## src/rtl/cache_axi_bridge_pkg.sv

```systemverilog
// rtl/cache_axi_bridge_pkg.sv - shared types, constants and helpers for the cache AXI bridge
package cache_axi_bridge_pkg;

  // cache access type codes (rd_type / wr_type)
  localparam logic [2:0] TYPE_BYTE = 3'b000;
  localparam logic [2:0] TYPE_HALF = 3'b001;
  localparam logic [2:0] TYPE_WORD = 3'b010;
  localparam logic [2:0] TYPE_LINE = 3'b100;

  // AXI constants
  localparam logic [1:0] BURST_INCR = 2'b01;
  localparam logic [2:0] SIZE_WORD  = 3'b010;

  localparam int         LINE_WORDS_DEF = 4;
  localparam logic [3:0] RD_ID_DEF      = 4'd0;
  localparam logic [3:0] WR_ID_DEF      = 4'd1;

  // one-hot FSM encodings
  typedef enum logic [2:0] {
    R_IDLE = 3'b001,
    R_AR   = 3'b010,
    R_DATA = 3'b100
  } rd_state_e;

  typedef enum logic [2:0] {
    W_IDLE = 3'b001,
    W_DATA = 3'b010,
    W_B    = 3'b100
  } wr_state_e;

  // line accesses move whole words; uncached ones use the natural size
  function automatic logic [2:0] axi_size(input logic [2:0] t);
    return (t == TYPE_LINE) ? SIZE_WORD : {1'b0, t[1:0]};
  endfunction

  function automatic logic [7:0] axi_len(input logic [2:0] t, input int words);
    return (t == TYPE_LINE) ? 8'(words - 1) : 8'd0;
  endfunction

endpackage

```

## src/rtl/cache_axi_bridge_wr_beat.sv

```systemverilog
// rtl/cache_axi_bridge_wr_beat.sv - write beat counter, data mux, wlast and AW/W completion flags
module axi_wr_beat_ctrl (
  input  logic         clk_i,
  input  logic         resetn_i,
  input  logic         active_i,
  input  logic         clear_i,
  input  logic         awready_i,
  input  logic         wready_i,
  input  logic [1:0]   last_beat_i,
  input  logic [127:0] data_i,
  output logic         awvalid_o,
  output logic         wvalid_o,
  output logic [31:0]  wdata_o,
  output logic         wlast_o,
  output logic         aw_done_o,
  output logic         w_done_o
);

  logic [1:0] beat_q, beat_d;
  logic       aw_done_q, w_done_q;

  assign awvalid_o = active_i && !aw_done_q;
  assign wvalid_o  = active_i && !w_done_q;
  assign wlast_o   = (beat_q == last_beat_i);
  assign wdata_o   = data_i[{beat_q, 5'd0} +: 32];
  assign aw_done_o = aw_done_q;
  assign w_done_o  = w_done_q;

  // next beat: advance on each accepted non-final beat, reset when the B response retires the burst
  always_comb begin
    beat_d = beat_q;
    if (clear_i) begin
      beat_d = 2'd0;
    end else if (wvalid_o && wready_i && !wlast_o) begin
      beat_d = beat_q + 2'd1;
    end
  end

  // beat counter and sticky handshake-complete flags; AW and W may finish in any order
  always_ff @(posedge clk_i or negedge resetn_i) begin
    if (!resetn_i) begin
      beat_q    <= 2'd0;
      aw_done_q <= 1'b0;
      w_done_q  <= 1'b0;
    end else begin
      beat_q <= beat_d;
      if (clear_i) begin
        aw_done_q <= 1'b0;
        w_done_q  <= 1'b0;
      end else begin
        if (awvalid_o && awready_i) aw_done_q <= 1'b1;
        if (wvalid_o && wready_i && wlast_o) w_done_q <= 1'b1;
      end
    end
  end

endmodule

```

## src/rtl/cache_axi_bridge.sv

```systemverilog
// rtl/cache_axi_bridge.sv - cache refill/writeback port to AXI4 master bridge
module cache_axi_bridge
  import cache_axi_bridge_pkg::*;
#(
  parameter int         LINE_WORDS = LINE_WORDS_DEF,
  parameter logic [3:0] RD_ID      = RD_ID_DEF,
  parameter logic [3:0] WR_ID      = WR_ID_DEF
) (
  input  logic         clk,
  input  logic         resetn,
  input  logic         rd_req,
  input  logic [2:0]   rd_type,
  input  logic [31:0]  rd_addr,
  output logic         rd_rdy,
  output logic         ret_valid,
  output logic         ret_last,
  output logic [31:0]  ret_data,
  input  logic         wr_req,
  input  logic [2:0]   wr_type,
  input  logic [31:0]  wr_addr,
  input  logic [3:0]   wr_wstrb,
  input  logic [127:0] wr_data,
  output logic         wr_rdy,
  output logic [3:0]   arid,
  output logic [31:0]  araddr,
  output logic [7:0]   arlen,
  output logic [2:0]   arsize,
  output logic [1:0]   arburst,
  output logic         arvalid,
  input  logic         arready,
  input  logic [3:0]   rid,
  input  logic [31:0]  rdata,
  input  logic [1:0]   rresp,
  input  logic         rlast,
  input  logic         rvalid,
  output logic         rready,
  output logic [3:0]   awid,
  output logic [31:0]  awaddr,
  output logic [7:0]   awlen,
  output logic [2:0]   awsize,
  output logic [1:0]   awburst,
  output logic         awvalid,
  input  logic         awready,
  output logic [31:0]  wdata,
  output logic [3:0]   wstrb,
  output logic         wlast,
  output logic         wvalid,
  input  logic         wready,
  input  logic [3:0]   bid,
  input  logic [1:0]   bresp,
  input  logic         bvalid,
  output logic         bready
);

  rd_state_e    r_state_q;
  wr_state_e    w_state_q;
  logic [31:0]  araddr_q;
  logic [7:0]   arlen_q;
  logic [2:0]   arsize_q;
  logic [31:0]  wr_addr_q;
  logic [2:0]   wr_type_q;
  logic [3:0]   wr_strb_q;
  logic [127:0] wr_data_q;
  logic [7:0]   awlen_q;
  logic [2:0]   awsize_q;
  logic         aw_done, w_done;
  logic         raw_block;
  logic         unused_resp;

  // responses are not checked; IDs are constant per direction
  assign unused_resp = ^{rid, rresp, bid, bresp};

  // a read may not overtake a pending write to the same cache line
  assign raw_block = (w_state_q != W_IDLE) && (rd_addr[31:4] == wr_addr_q[31:4]);

  assign rd_rdy    = (r_state_q == R_IDLE) && !raw_block;
  assign arid      = RD_ID;
  assign araddr    = araddr_q;
  assign arlen     = arlen_q;
  assign arsize    = arsize_q;
  assign arburst   = BURST_INCR;
  assign arvalid   = (r_state_q == R_AR);
  assign rready    = (r_state_q == R_DATA);
  assign ret_valid = (r_state_q == R_DATA) && rvalid;
  assign ret_last  = (r_state_q == R_DATA) && rvalid && rlast;
  assign ret_data  = rdata;

  // read FSM: latch request, issue AR, then stream R beats straight back to the cache
  always_ff @(posedge clk or negedge resetn) begin
    if (!resetn) begin
      r_state_q <= R_IDLE;
      araddr_q  <= 32'd0;
      arlen_q   <= 8'd0;
      arsize_q  <= 3'd0;
    end else begin
      case (r_state_q)
        R_IDLE: if (rd_req && rd_rdy) begin
          araddr_q  <= rd_addr;
          arlen_q   <= axi_len(rd_type, LINE_WORDS);
          arsize_q  <= axi_size(rd_type);
          r_state_q <= R_AR;
        end
        R_AR:    if (arready) r_state_q <= R_DATA;
        R_DATA:  if (rvalid && rlast) r_state_q <= R_IDLE;
        default: r_state_q <= R_IDLE;
      endcase
    end
  end

  assign wr_rdy  = (w_state_q == W_IDLE);
  assign awid    = WR_ID;
  assign awaddr  = wr_addr_q;
  assign awlen   = awlen_q;
  assign awsize  = awsize_q;
  assign awburst = BURST_INCR;
  assign wstrb   = (wr_type_q == TYPE_LINE) ? 4'hf : wr_strb_q;
  assign bready  = (w_state_q == W_B);

  // write FSM: latch request, run AW/W concurrently, then wait for B
  always_ff @(posedge clk or negedge resetn) begin
    if (!resetn) begin
      w_state_q <= W_IDLE;
      wr_addr_q <= 32'd0;
      wr_type_q <= 3'd0;
      wr_strb_q <= 4'd0;
      wr_data_q <= 128'd0;
      awlen_q   <= 8'd0;
      awsize_q  <= 3'd0;
    end else begin
      case (w_state_q)
        W_IDLE: if (wr_req) begin
          wr_addr_q <= wr_addr;
          wr_type_q <= wr_type;
          wr_strb_q <= wr_wstrb;
          wr_data_q <= wr_data;
          awlen_q   <= axi_len(wr_type, LINE_WORDS);
          awsize_q  <= axi_size(wr_type);
          w_state_q <= W_DATA;
        end
        W_DATA:  if (aw_done && w_done) w_state_q <= W_B;
        W_B:     if (bvalid) w_state_q <= W_IDLE;
        default: w_state_q <= W_IDLE;
      endcase
    end
  end

  axi_wr_beat_ctrl u_wr_beat (
    .clk_i       (clk),
    .resetn_i    (resetn),
    .active_i    (w_state_q == W_DATA),
    .clear_i     ((w_state_q == W_B) && bvalid),
    .awready_i   (awready),
    .wready_i    (wready),
    .last_beat_i (awlen_q[1:0]),
    .data_i      (wr_data_q),
    .awvalid_o   (awvalid),
    .wvalid_o    (wvalid),
    .wdata_o     (wdata),
    .wlast_o     (wlast),
    .aw_done_o   (aw_done),
    .w_done_o    (w_done)
  );

endmodule

```

## config.mk

```make
export PLATFORM = sky130hd
export DESIGN_NAME = cache_axi_bridge
export DESIGN_NICKNAME = d
export VERILOG_FILES = /design/src/rtl/cache_axi_bridge_pkg.sv /design/src/rtl/cache_axi_bridge_wr_beat.sv /design/src/rtl/cache_axi_bridge.sv
export SDC_FILE = /design/constraint.sdc
export NUM_CORES = 1
export LEC_CHECK = 0
export ABC_AREA = 0
export BUFFER_PORTS_ARGS = -buffer_cell sky130_fd_sc_hd__buf_4
export CAP_MARGIN = 20
export CORE_AREA = 2 2 169 171
export DETAILED_ROUTE_END_ITERATION = 10
export DIE_AREA = 0 0 171 173
export GPL_TIMING_DRIVEN = 0
export HOLD_SLACK_MARGIN = 0.08
export MAX_ROUTING_LAYER = met4
export PLACE_DENSITY = 0.75
export RECOVER_POWER = 50
export SLEW_MARGIN = 20
export SYNTH_ARGS = -nofsm -noshare
export SYNTH_HDL_FRONTEND = slang
export SYNTH_SLANG_ARGS = --single-unit
```

## constraint.sdc

```tcl
create_clock -name clk -period 5.7 [get_ports clk]
set_input_delay 0.57 -clock clk [delete_from_list [all_inputs] [get_ports clk]]
set_output_delay 0.57 -clock clk [all_outputs]
set_load 0.005 [all_outputs]
```

==> run_results.csv, run 1 <==
group,metric,value,unit
sta,max_freq,0.3052,GHz
clock_tree,post_cts_resized,0,
setup_path,critPathKind,"flip-flop to primary output",
run,maxCapViolCount,1,
cells_and_area,final_common_cell,"nand2_1",
synth,ys.flop_type,"dfrtp_1",
power_and_ir_drop,p_switching,2.618,mW
setup_path,endpoint_kind,"primary output",
setup_path,cp_num_cells,4,
die,die_area,29580,sq um
global_routing,grt_usage,22.57,%
route,drt_iter0_drc,478,
die,die_x,171,um
setup_path,worst_ep_required_time,5.13,ns
sta,hold_viol,0,
synth,synth.avg_cell_area,9.775,sq um
place,placed_cell_area,13120,sq um
place,post-dp-hpwl,24.95,mm
die,core_area,27630,sq um
sta,setup_viol,0,
sta,fin_setup_tns,0,ns
setup_path,start_kind,"flip-flop",
cells_and_area,post-route-util,50.23,%
synth,synth_area,9784,sq um
route,wire_per_inst,18.17,um
global_routing,grt_max_degree,91,
die,die_y,173,um
global_routing,grt_overflow_total,0,
synth,yosysSeqAreaShare,55.01,%
route,vias,8387,
synth,async_reset_ff_share,100.0,%
cells_and_area,drive_above_1_share,37.59,%
clock_tree,cts.path.max_buffers,3,
setup_path,cp_slowest_cell,"clkbuf_1",
synth,synth_cell_types,36,
hold_path,hold_path.class,"input pin to flip-flop",
clock_tree,clkTransAtPathRegs,0.06,ns
hold_path,min_delay_path_depth,3,
cells_and_area,synthToLayoutAreaGrowth,41.84,%
power_and_ir_drop,seqPwrFrac,37.3,%
global_routing,grt_pass1_wl,49.38,mm
route,drc,0,
synth,synth-edff-count,0,
route,dr.pass1.iters,4,
power_and_ir_drop,irDropWorstVdd,0.0002712,V
setup_path,cp.buffers_inverters,3,
power_and_ir_drop,combPwrFrac,40.8,%
die,floorplan.initialDensity,35.41,%
setup_path,slowest_delay,0.61,ns
sta,slew_violations,40,
setup_path,path_max_fanout,10,
power_and_ir_drop,sw_frac_of_total,35.67,%
sta,slew_headroom,-55.06,%
clock_tree,clk_latency,0.52,ns
status,violations,"capacitance limit, slew limit",
route,viasPerCell,4.623,
sta,period_share,57.48,%
setup_path,path_cells,"clkbuf_1 > buf_2 > mux4_2 > buf_4",
sta,fin_ws,2.424,ns
power_and_ir_drop,leakagePower,7.333,nW
global_routing,first_global_vias,8939,
power_and_ir_drop,p_int,4.722,mW
place,post-place-ws,2.919,ns
sta,clock_skew,0.01448,ns
cells_and_area,nNetsFinal,1672,
global_routing,antenna_found_initial,1,
sta,fin_crit,3.276,ns
power_and_ir_drop,power_density,528.9,nW/um^2
sta,grt_setup_unrepaired,"false",
place,gp_congestion,0.8338,
die,ios,432,
clock_tree,cts_buffers,25,
power_and_ir_drop,finalPower,7.340,mW
clock_tree,cts-root-buf,"clkbuf_16",
status,status,"finished, violations left",
route,ant_nets,0,
synth,ys_ff_latch,215,
setup_path,rr_worst_depth,7,
setup_path,critical-path-top-delay-family,"buffers and inverters",
cells_and_area,seqCellArea,5383,sq um
cells_and_area,multi_input_area,3801,sq um
place,io_buffers,361,
setup_path,critPathArrivalTime,2.71,ns
synth,yosysWarnings,0,
die,rows,61,
power_and_ir_drop,clock_power_share,21.9,%
synth,postSynthCellCount,1001,
cells_and_area,nFillCells,2580,
clock_tree,cts_tree,"built",
cells_and_area,fin_area,13880,sq um
clock_tree,cts.sinks,215,
cells_and_area,layout_common_cells,"nand2_1, buf_4, dfrtp_1",
clock_tree,cts.htree.levels,1,
route,routed_wl,32.95,mm
sta,worstMarginPinSlew,2.326,ns
-- metrics by stage --
stage / hold slack (ns) / cells
detailed placement: 0.4575 / 1766
global placement: 0.4523 / 1764
CTS: 0.2067 / 1812
finish: 0.2314 / 1814
floorplan: 0.2744 / 1025
global route: 0.2188 / 1813
-- sequential cells by signal, summed over array words and instances (netlist names) --
| signal | cells |
|---|---|
| u_wr_beat.aw_done_o | 1 |
| awsize | 2 |
| arsize | 2 |
| awlen | 1 |
| u_wr_beat.w_done_o | 1 |
| wr_data_q | 128 |
| wr_type_q | 3 |
| r_state_q | 3 |
| wr_strb_q | 4 |
| arlen | 1 |
| u_wr_beat.beat_q | 2 |
| w_state_q | 3 |
| araddr | 32 |
| awaddr | 32 |
-- kinds of logic (layout without fill, tap and decap cells) --
family / count (synthesis) / count (layout) / synth area share [%]
AOI/OAI and AO/OA: 19 / 19 / 1.304
muxes: 67 / 67 / 11.39
other: 2 / 28 / 0.07675
buffers and inverters: 112 / 521 / 7.059
DFF: 215 / 215 / 55.01
and+or+nand+nor: 557 / 557 / 22.56
xor gates and xnor gates: 29 / 29 / 2.596
-- worst min-delay path, delay by kind of cell --
family | cells | cell delay (ns)
buffers and inverters | 1 | 0.08
AND/OR/NAND/NOR | 2 | 0.08
-- power by group through the flow --
stage	Combinational (mW)	Sequential, mW	Clock [mW]
floorplan	1.61	2.62	0
global placement	3.02	2.72	0
detailed placement	3.10	2.76	0
CTS	3.12	2.74	1.64
global route	3.33	2.81	1.70
finish	3.00	2.74	1.61
-- layer usage --
layer	wire, um	track usage (%)
met5	0	-
met4	788	6.215
met3	2942	6.569
met2	17300	41.05
met1	11920	23.49
-- area by class of cell --
class,instances,area share [%]
Timing Repair Buffer,364,19.46
Sequential cell,215,38.78
Tap cell,378,3.408
Multi-Input combinational cell,698,27.39
Inverter,2,0.05409
Antenna cell,2,0.03606
Buffer,110,4.922
Clock inverter,11,0.8384
Clock buffer,34,5.112
-- cells in the mapped netlist, types with 3 or more instances --
master / number / share of area (%)
mux2_2: 34 / 3.9
nor4_1: 6 / 0.38
or2_2: 4 / 0.26
buf_2: 18 / 0.92
buf_6: 3 / 0.35
nor3b_1: 4 / 0.31
dfrtp_1: 213 / 54
xor2_1: 29 / 2.6
o21ai_0: 6 / 0.31
nand2_1: 509 / 20
nor2_1: 11 / 0.42
mux4_2: 32 / 7.4
clkbuf_1: 29 / 1.1
nand2b_1: 3 / 0.19
buf_4: 60 / 4.6
and2_1: 5 / 0.32
a21oi_1: 9 / 0.46
-- what timing repair did --
item / in CTS / in global routing
setup endpoints to repair: 0 / 0
endpoints found under the hold margin: 38 / 0
buffers inserted: 0 / 0
hold buffers: 1 / 0
-- worst paths after layout --
| kind | from | endpoint | slack, ns |
|---|---|---|---|
| setup reg to reg | w_state_q[0] | wr_data_q[76] | 3.20 |
| max in group asynchronous | resetn | wr_data_q[42] | 2.65 |
| setup / recovery | u_wr_beat.beat_q[0] | wdata[14] | 2.42 |
| min in group asynchronous | resetn | awaddr[10] | 1.28 |
| hold reg to reg | wr_data_q[6] | wr_data_q[6] | 0.47 |
| hold / removal | wr_addr[31] | awaddr[31] | 0.23 |
(Power assumes the default switching activity.)
==> run 2, diff against run 1 <==
--- a/config.mk
+++ b/config.mk
@@ -5,16 +5,16 @@
 export SDC_FILE = /design/constraint.sdc
 export NUM_CORES = 1
 export LEC_CHECK = 0
-export ABC_AREA = 0
+export ABC_AREA = 1
 export BUFFER_PORTS_ARGS = -buffer_cell sky130_fd_sc_hd__buf_4
 export CAP_MARGIN = 20
-export CORE_AREA = 2 2 169 171
+export CORE_AREA = 2 2 170 172
 export DETAILED_ROUTE_END_ITERATION = 10
-export DIE_AREA = 0 0 171 173
+export DIE_AREA = 0 0 172 174
 export GPL_TIMING_DRIVEN = 0
 export HOLD_SLACK_MARGIN = 0.08
 export MAX_ROUTING_LAYER = met4
-export PLACE_DENSITY = 0.75
+export PLACE_DENSITY = 0.77
 export RECOVER_POWER = 50
 export SLEW_MARGIN = 20
 export SYNTH_ARGS = -nofsm -noshare
==> constraint.sdc (replaced) <==
create_clock -name clk -period 2.7 [get_ports clk]
set_input_delay 0.27 -clock clk [delete_from_list [all_inputs] [get_ports clk]]
set_output_delay 0.27 -clock clk [all_outputs]
set_load 0.005 [all_outputs]
==> run 2 against run 1 <==
Against the previous run: wire length rose by 22%; count of clock-buffer cells in the layout unchanged; highest routed layer unchanged; critical path depth increased by 1; combinational power grew to 2.5 times the previous value; synthesized area increased by 1.7%; largest power group unchanged; the flow still finishes with violations (capacitance limit, slew limit); sequential cell count unchanged; sequential share of layout area is 5.3 points lower; clock power is 99% higher; clock skew decreased by 0.0046 ns; sequential power rose by 110%.
==> run_results.csv, run 2 <==
group,metric,value,unit
synth,synthTopCellsByCount,"nand2_1, dfrtp_1, nor2_1, o21ai_0, buf_4",
global_routing,grt_pass1_wl,60.11,mm
setup_path,endpoint,"wdata[13]",
global_routing,grt_usage,26.73,%
clock_tree,clkTransAtPathRegs,0.06,ns
die,die_y,174,um
die,floorplan.initialDensity,35.23,%
cells_and_area,multi_input_area,3764,sq um
cells_and_area,drive_above_1_share,25.32,%
die,die_x,172,um
synth,ys_ff_latch,215,
setup_path,cp.buffers_inverters,3,
cells_and_area,final_common_cell,"nand2_1",
setup_path,cp_slowest_cell,"dfrtp_1",
synth,async_reset_ff_share,100.0,%
setup_path,critPathArrivalTime,2.37,ns
power_and_ir_drop,irDropWorstVdd,0.0006177,V
setup_path,critical-path-top-delay-family,"buffers and inverters",
setup_path,slowest_delay,0.50,ns
global_routing,first_global_vias,11414,
sta,hold_viol,0,
setup_path,startpoint,"u_wr_beat.beat_q[1]",
cells_and_area,regMostFlops,"wr_data_q",
route,viasPerCell,4.827,
synth,synthTopCellsByArea,"dfrtp_1, nand2_1, buf_4, o21ai_0, nor2_1",
cells_and_area,nNetsFinal,2131,
cells_and_area,largest_reg_flops,128,
setup_path,rr_worst_depth,7,
sta,clock_skew,0.009892,ns
cells_and_area,post-route-util,56.94,%
synth,ys.flop_type,"dfrtp_1",
global_routing,antenna_found_initial,5,
die,core_area,28240,sq um
route,vias,11011,
clock_tree,cts.htree.levels,1,
status,status,"finished, violations left",
synth,yosysSeqAreaShare,54.11,%
route,drt_iter0_drc,776,
status,violations,"capacitance limit, slew limit",
route,ant_nets,0,
power_and_ir_drop,combPwrFrac,45.8,%
die,rows,62,
power_and_ir_drop,power_density,1035,nW/um^2
synth,synth_cell_types,26,
power_and_ir_drop,finalPower,16.63,mW
synth,netlist.area_leader.share,53.58,%
setup_path,path_max_fanout,10,
sta,slew_violations,37,
setup_path,path_cells,"inv_1 > clkbuf_1 > o21ai_0 > o22ai_1 > buf_4",
setup_path,r2r-end,"wr_data_q[87]",
die,ios,432,
power_and_ir_drop,p_int,9.870,mW
power_and_ir_drop,clock_power_share,19.2,%
sta,slew_headroom,-38.62,%
setup_path,endpoint_kind,"primary output",
sta,fin_crit,2.644,ns
sta,max_freq,0.3782,GHz
clock_tree,cts-root-buf,"clkbuf_16",
sta,setup_viol,0,
die,die_area,29930,sq um
route,drc,0,
synth,postSynthCellCount,1254,
cells_and_area,nFillCells,2389,
setup_path,cp_num_cells,5,
clock_tree,cts.sinks,215,
synth,synth_most_common_cell,"nand2_1",
place,post-dp-hpwl,27.49,mm
global_routing,grt_overflow_total,0,
setup_path,r2r_setup_slack,0.34,ns
hold_path,hold_path.class,"input pin to flip-flop",
cells_and_area,synthToLayoutAreaGrowth,61.64,%
power_and_ir_drop,leakagePower,8.497,nW
synth,synth.avg_cell_area,7.932,sq um
route,wire_per_inst,17.63,um
global_routing,grt_max_degree,101,
setup_path,reg2reg_from,"w_state_q[0]",
run,maxCapViolCount,1,
power_and_ir_drop,seqPwrFrac,35.0,%
sta,period_share,97.94,%
clock_tree,cts_tree,"built",
clock_tree,clk_latency,0.52,ns
route,routed_wl,40.23,mm
place,post-place-ws,0.09663,ns
place,io_buffers,360,
cells_and_area,seqCellArea,5383,sq um
setup_path,worst_ep_required_time,2.43,ns
route,dr.pass1.iters,5,
sta,worstMarginPinSlew,2.079,ns
synth,synth_area,9947,sq um
synth,yosysWarnings,0,
setup_path,critPathKind,"flip-flop to primary output",
power_and_ir_drop,sw_frac_of_total,40.66,%
place,gp_congestion,0.8691,
power_and_ir_drop,p_switching,6.765,mW
synth,synth_top_cell_by_area,"dfrtp_1",
setup_path,start_kind,"flip-flop",
clock_tree,cts_buffers,24,
cells_and_area,layout_common_cells,"nand2_1, buf_4, dfrtp_1",
synth,synth-edff-count,0,
sta,fin_ws,0.05568,ns
clock_tree,cts.path.max_buffers,3,
sta,grt_setup_unrepaired,"true",
[run 2: changes by cell type after synthesis, moves of 32 or more]
cell | previous run | this run
inv_1 | 2 | 34
mux2_2 | 34 | 0
mux4_2 | 32 | 0
nand2_1 | 509 | 591
nand3_1 | 2 | 36
nor2_1 | 11 | 86
o21ai_0 | 6 | 86
o22ai_1 | 0 | 32
[run 2: power groups by stage]
| stage | clock, mW | sequential, mW | combinational, mW |
|---|---|---|---|
| finish | 3.20 | 5.82 | 7.62 |
| floorplan | 0 | 5.56 | 3.75 |
| detailed placement | 0 | 5.80 | 7.28 |
| global placement | 0 | 5.74 | 7.10 |
| CTS | 3.25 | 5.76 | 7.58 |
| global route | 3.39 | 5.96 | 8.40 |
[run 2: cell families after synthesis]
group	share of synthesized area [%]
AO/OA/AOI/OAI	6.943
XOR/XNOR	1.849
buffers and inverters	9.006
flip-flops	54.11
other	0.07550
AND/OR/NAND/NOR	28.01
[run 2: layer usage]
| layer | vias up | share of wire [%] | global-route usage (%) |
|---|---|---|---|
| met5 | - | 0 | - |
| met4 | 0 | 5.1 | 13.66 |
| met3 | 159 | 7.2 | 4.440 |
| met2 | 591 | 52 | 47.89 |
| met1 | 5188 | 36 | 28.02 |
| li1 | 5073 | - | - |
[run 2: area by class of cell]
| cell class | instances | area share (%) |
|---|---|---|
| inverter | 39 | 0.9105 |
| tap | 384 | 2.988 |
| timing repair buffer | 571 | 29.58 |
| multi-input combinational | 898 | 23.41 |
| clock inverter | 9 | 0.5058 |
| buffer | 126 | 4.770 |
| sequential | 215 | 33.48 |
| clock buffer | 34 | 4.280 |
| antenna | 5 | 0.07782 |
[run 2: worst min-delay path by stage]
stage                        from            end  slack [ns]  depth (start not counted)
floorplan                  resetn      araddr[0]       -0.03                          0
global placement    wr_data_q[60]  wr_data_q[60]        0.45                          2
detailed placement         resetn   wr_strb_q[3]        0.18                          1
CTS                   wr_addr[31]     awaddr[31]        0.09                          3
global route           rd_addr[5]      araddr[5]        0.22                          3
finish                 rd_addr[5]      araddr[5]        0.23                          3
[run 2: through the flow]
stage	cells	setup TNS, ns	instance area (sq um)	hold slack (ns)
global placement	2022	-35.95	13220	0.4494
CTS	2274	0	16140	0.08698
floorplan	1278	0	10040	-0.02559
detailed placement	2024	0	13280	0.1797
finish	2281	0	16080	0.2257
global route	2281	-0.6772	16080	0.2197
[run 2: what timing repair did]
action,CTS,global route
endpoints found under the setup margin,19,20
endpoints found under the hold margin,357,1
pin swaps,0,1
setup buffers,0,1
hold buffers,207,1
resized for setup,9,9
[run 2: tightest hold or removal path, delay by kind of cell]
kind          cells  cell delay, ns
buf+inv           1            0.12
simple gates      2            0.30
==> run 3, diff against run 2 <==
--- a/config.mk
+++ b/config.mk
@@ -8,13 +8,15 @@
 export ABC_AREA = 1
 export BUFFER_PORTS_ARGS = -buffer_cell sky130_fd_sc_hd__buf_4
 export CAP_MARGIN = 20
-export CORE_AREA = 2 2 170 172
+export CELL_PAD_IN_SITES_DETAIL_PLACEMENT = 1
+export CELL_PAD_IN_SITES_GLOBAL_PLACEMENT = 1
+export CORE_AREA = 2 2 186 188
 export DETAILED_ROUTE_END_ITERATION = 10
-export DIE_AREA = 0 0 172 174
+export DIE_AREA = 0 0 188 190
 export GPL_TIMING_DRIVEN = 0
 export HOLD_SLACK_MARGIN = 0.08
 export MAX_ROUTING_LAYER = met4
-export PLACE_DENSITY = 0.77
+export PLACE_DENSITY = 0.87
 export RECOVER_POWER = 50
 export SLEW_MARGIN = 20
 export SYNTH_ARGS = -nofsm -noshare
==> constraint.sdc (replaced) <==
create_clock -name clk -period 2.7 [get_ports clk]
set_input_delay 0 -clock clk [delete_from_list [all_inputs] [get_ports clk]]
set_output_delay 0 -clock clk [all_outputs]
set_load 0.005 [all_outputs]
==> run 3 against run 2 <==
Against the previous run: the flow still finishes with violations (capacitance limit, slew limit); count of clock-buffer cells in the layout shrank 1; non-clock buffer count up 18; first-iteration DRC count fell by 41%; register-to-register slack lost 0.11 ns; sequential share of layout area is 0.88 points lower; critical path type unchanged.
==> run_results.csv, run 3 (synthesized netlist as in run 2, its figures left out) <==
group,metric,value,unit
clock_tree,cts.path.max_buffers,3,
setup_path,cp.buffers_inverters,3,
global_routing,grt_pass1_wl,75.89,mm
setup_path,critPathKind,"flip-flop to primary output",
die,rows,68,
setup_path,rr_worst_depth,13,
setup_path,slowest_delay,0.51,ns
power_and_ir_drop,p_switching,7.573,mW
cells_and_area,final_common_cell,"nand2_1",
die,ios,432,
cells_and_area,drive_above_1_share,24.93,%
cells_and_area,largest_reg_flops,128,
clock_tree,cts.sinks,215,
power_and_ir_drop,power_density,1094,nW/um^2
cells_and_area,instances_no_fill,2379,
setup_path,path_cells,"inv_1 > clkbuf_1 > o21ai_0 > o22ai_1 > buf_4",
hold_path,hold_path.class,"input pin to primary output",
route,dr.pass1.iters,5,
place,gp_congestion,0.9086,
cells_and_area,synthToLayoutAreaGrowth,65.98,%
die,die_x,188,um
global_routing,grt_max_degree,79,
hold_path,min-delay-start,"rdata[24]",
cells_and_area,nNetsFinal,2150,
power_and_ir_drop,p_int,10.49,mW
hold_path,min_delay_path_depth,2,
clock_tree,clk_latency,0.55,ns
sta,clock_skew,0.01884,ns
setup_path,endpoint_kind,"primary output",
sta,max_freq,0.3883,GHz
run,maxCapViolCount,1,
place,dp_cells,2095,
setup_path,r2r-end,"araddr[26]",
sta,worstMarginPinSlew,2.015,ns
global_routing,first_global_vias,13003,
setup_path,critical-path-top-delay-family,"buffers and inverters",
power_and_ir_drop,seqPwrFrac,32.7,%
clock_tree,cts-root-buf,"clkbuf_16",
cells_and_area,nFillCells,4041,
route,drc,0,
clock_tree,cts_tree,"built",
cells_and_area,seqCellArea,5383,sq um
cells_and_area,post-route-util,48.63,%
route,viasPerCell,4.839,
cells_and_area,fin_area,16510,sq um
place,placed_cell_area,13370,sq um
sta,slew_headroom,-34.31,%
status,status,"finished, violations left",
hold_path,hold_end,"ret_data[24]",
die,floorplan.initialDensity,29.30,%
power_and_ir_drop,finalPower,18.06,mW
setup_path,worst_ep_required_time,2.70,ns
die,die_y,190,um
place,io_buffers,360,
cells_and_area,multi_input_area,3764,sq um
die,core_area,33950,sq um
sta,slew_violations,24,
sta,fin_ws,0.1246,ns
setup_path,critPathArrivalTime,2.58,ns
route,wire_per_inst,21.09,um
global_routing,antenna_found_initial,11,
clock_tree,cts_buffers,25,
setup_path,r2r_setup_slack,0.23,ns
power_and_ir_drop,leakagePower,8.590,nW
power_and_ir_drop,combPwrFrac,45.5,%
setup_path,cp_slowest_cell,"dfrtp_1",
power_and_ir_drop,clock_power_share,21.8,%
clock_tree,clkTransAtPathRegs,0.07,ns
global_routing,grt_usage,28.52,%
status,violations,"capacitance limit, slew limit",
sta,hold_viol,0,
place,post-place-ws,0.1073,ns
setup_path,reg2reg_from,"awaddr[17]",
route,ant_nets,0,
sta,grt_setup_unrepaired,"false",
sta,period_share,95.39,%
sta,setup_viol,0,
place,post-dp-hpwl,30.84,mm
power_and_ir_drop,sw_frac_of_total,41.93,%
die,die_area,35720,sq um
cells_and_area,regMostFlops,"wr_data_q",
sta,fin_crit,2.575,ns
route,routed_wl,50.17,mm
route,vias,11513,
cells_and_area,layout_common_cells,"nand2_1, buf_4, dlygate4sd3_1",
power_and_ir_drop,irDropWorstVdd,0.0005261,V
global_routing,grt_overflow_total,0,
clock_tree,cts.htree.levels,1,
route,drt_iter0_drc,460,
setup_path,start_kind,"flip-flop",
setup_path,path_max_fanout,10,
run 3: changes by cell type in the layout (fill, tap and decap cells not counted), moves of 2 or more:
cell | before | now
clkbuf_4 | 49 | 70
buf_4 | 347 | 322
diode_2 | 5 | 11
clkinv_2 | 7 | 3
clkbuf_1 | 63 | 73
dlygate4sd3_1 | 208 | 222
clkinvlp_4 | 0 | 2
clkbuf_2 | 12 | 8
bufinv_16 | 1 | 6
run 3: layout make-up:
cell class / count / share of cell area (%)
multi-input combinational: 898 / 22.80
timing repair buffer: 590 / 29.78
antenna: 11 / 0.1667
buffer: 125 / 4.593
tap: 455 / 3.448
clock inverter: 13 / 1.448
sequential: 215 / 32.60
inverter: 39 / 0.8867
clock buffer: 33 / 4.274
run 3: power groups by stage:
stage               combinational, mW  sequential, mW  clock (mW)
floorplan                        3.75            5.56           0
global placement                 7.24            5.73           0
detailed placement               7.56            5.83           0
CTS                              7.96            5.81        3.96
global route                     9.04            6.04        4.09
finish                           8.22            5.91        3.93
run 3: how the worst max path moves through the flow:
stage                          end  depth (start not counted)           startpoint  slack (ns)
finish                    wdata[9]                          5  u_wr_beat.beat_q[1]        0.12
CTS                      wdata[28]                          6  u_wr_beat.beat_q[0]       0.002
detailed placement   wr_data_q[99]                          7         w_state_q[0]        0.11
global route              wdata[9]                          5  u_wr_beat.beat_q[1]        0.05
floorplan           wr_data_q[100]                          7         w_state_q[0]        1.14
global placement     wr_data_q[39]                          1               resetn       -0.04
run 3: what timing repair did:
item                                    CTS  global route
resized for setup                         0            18
endpoints found under the setup margin    0            73
buffers inserted                          0             5
hold endpoints to repair                428             0
hold buffers                            223             0
run 3: stage by stage:
step | hold WS, ns | setup TNS (ns)
after CTS | 0.1662 | 0
after global routing | 0.1930 | 0
after detailed placement | 0.02601 | 0
final | 0.1873 | 0
after floorplan | -0.2956 | 0
after global placement | 0.1660 | -4.051
run 3: routing by layer:
layer / track usage [%] / routed length, um / vias to the layer above
met3: 5.202 / 3079 / 166
met4: 14.54 / 2687 / 0
li1: - / - / 5132
met5: - / 0 / -
met2: 52.43 / 26640 / 568
met1: 29.01 / 17760 / 5647
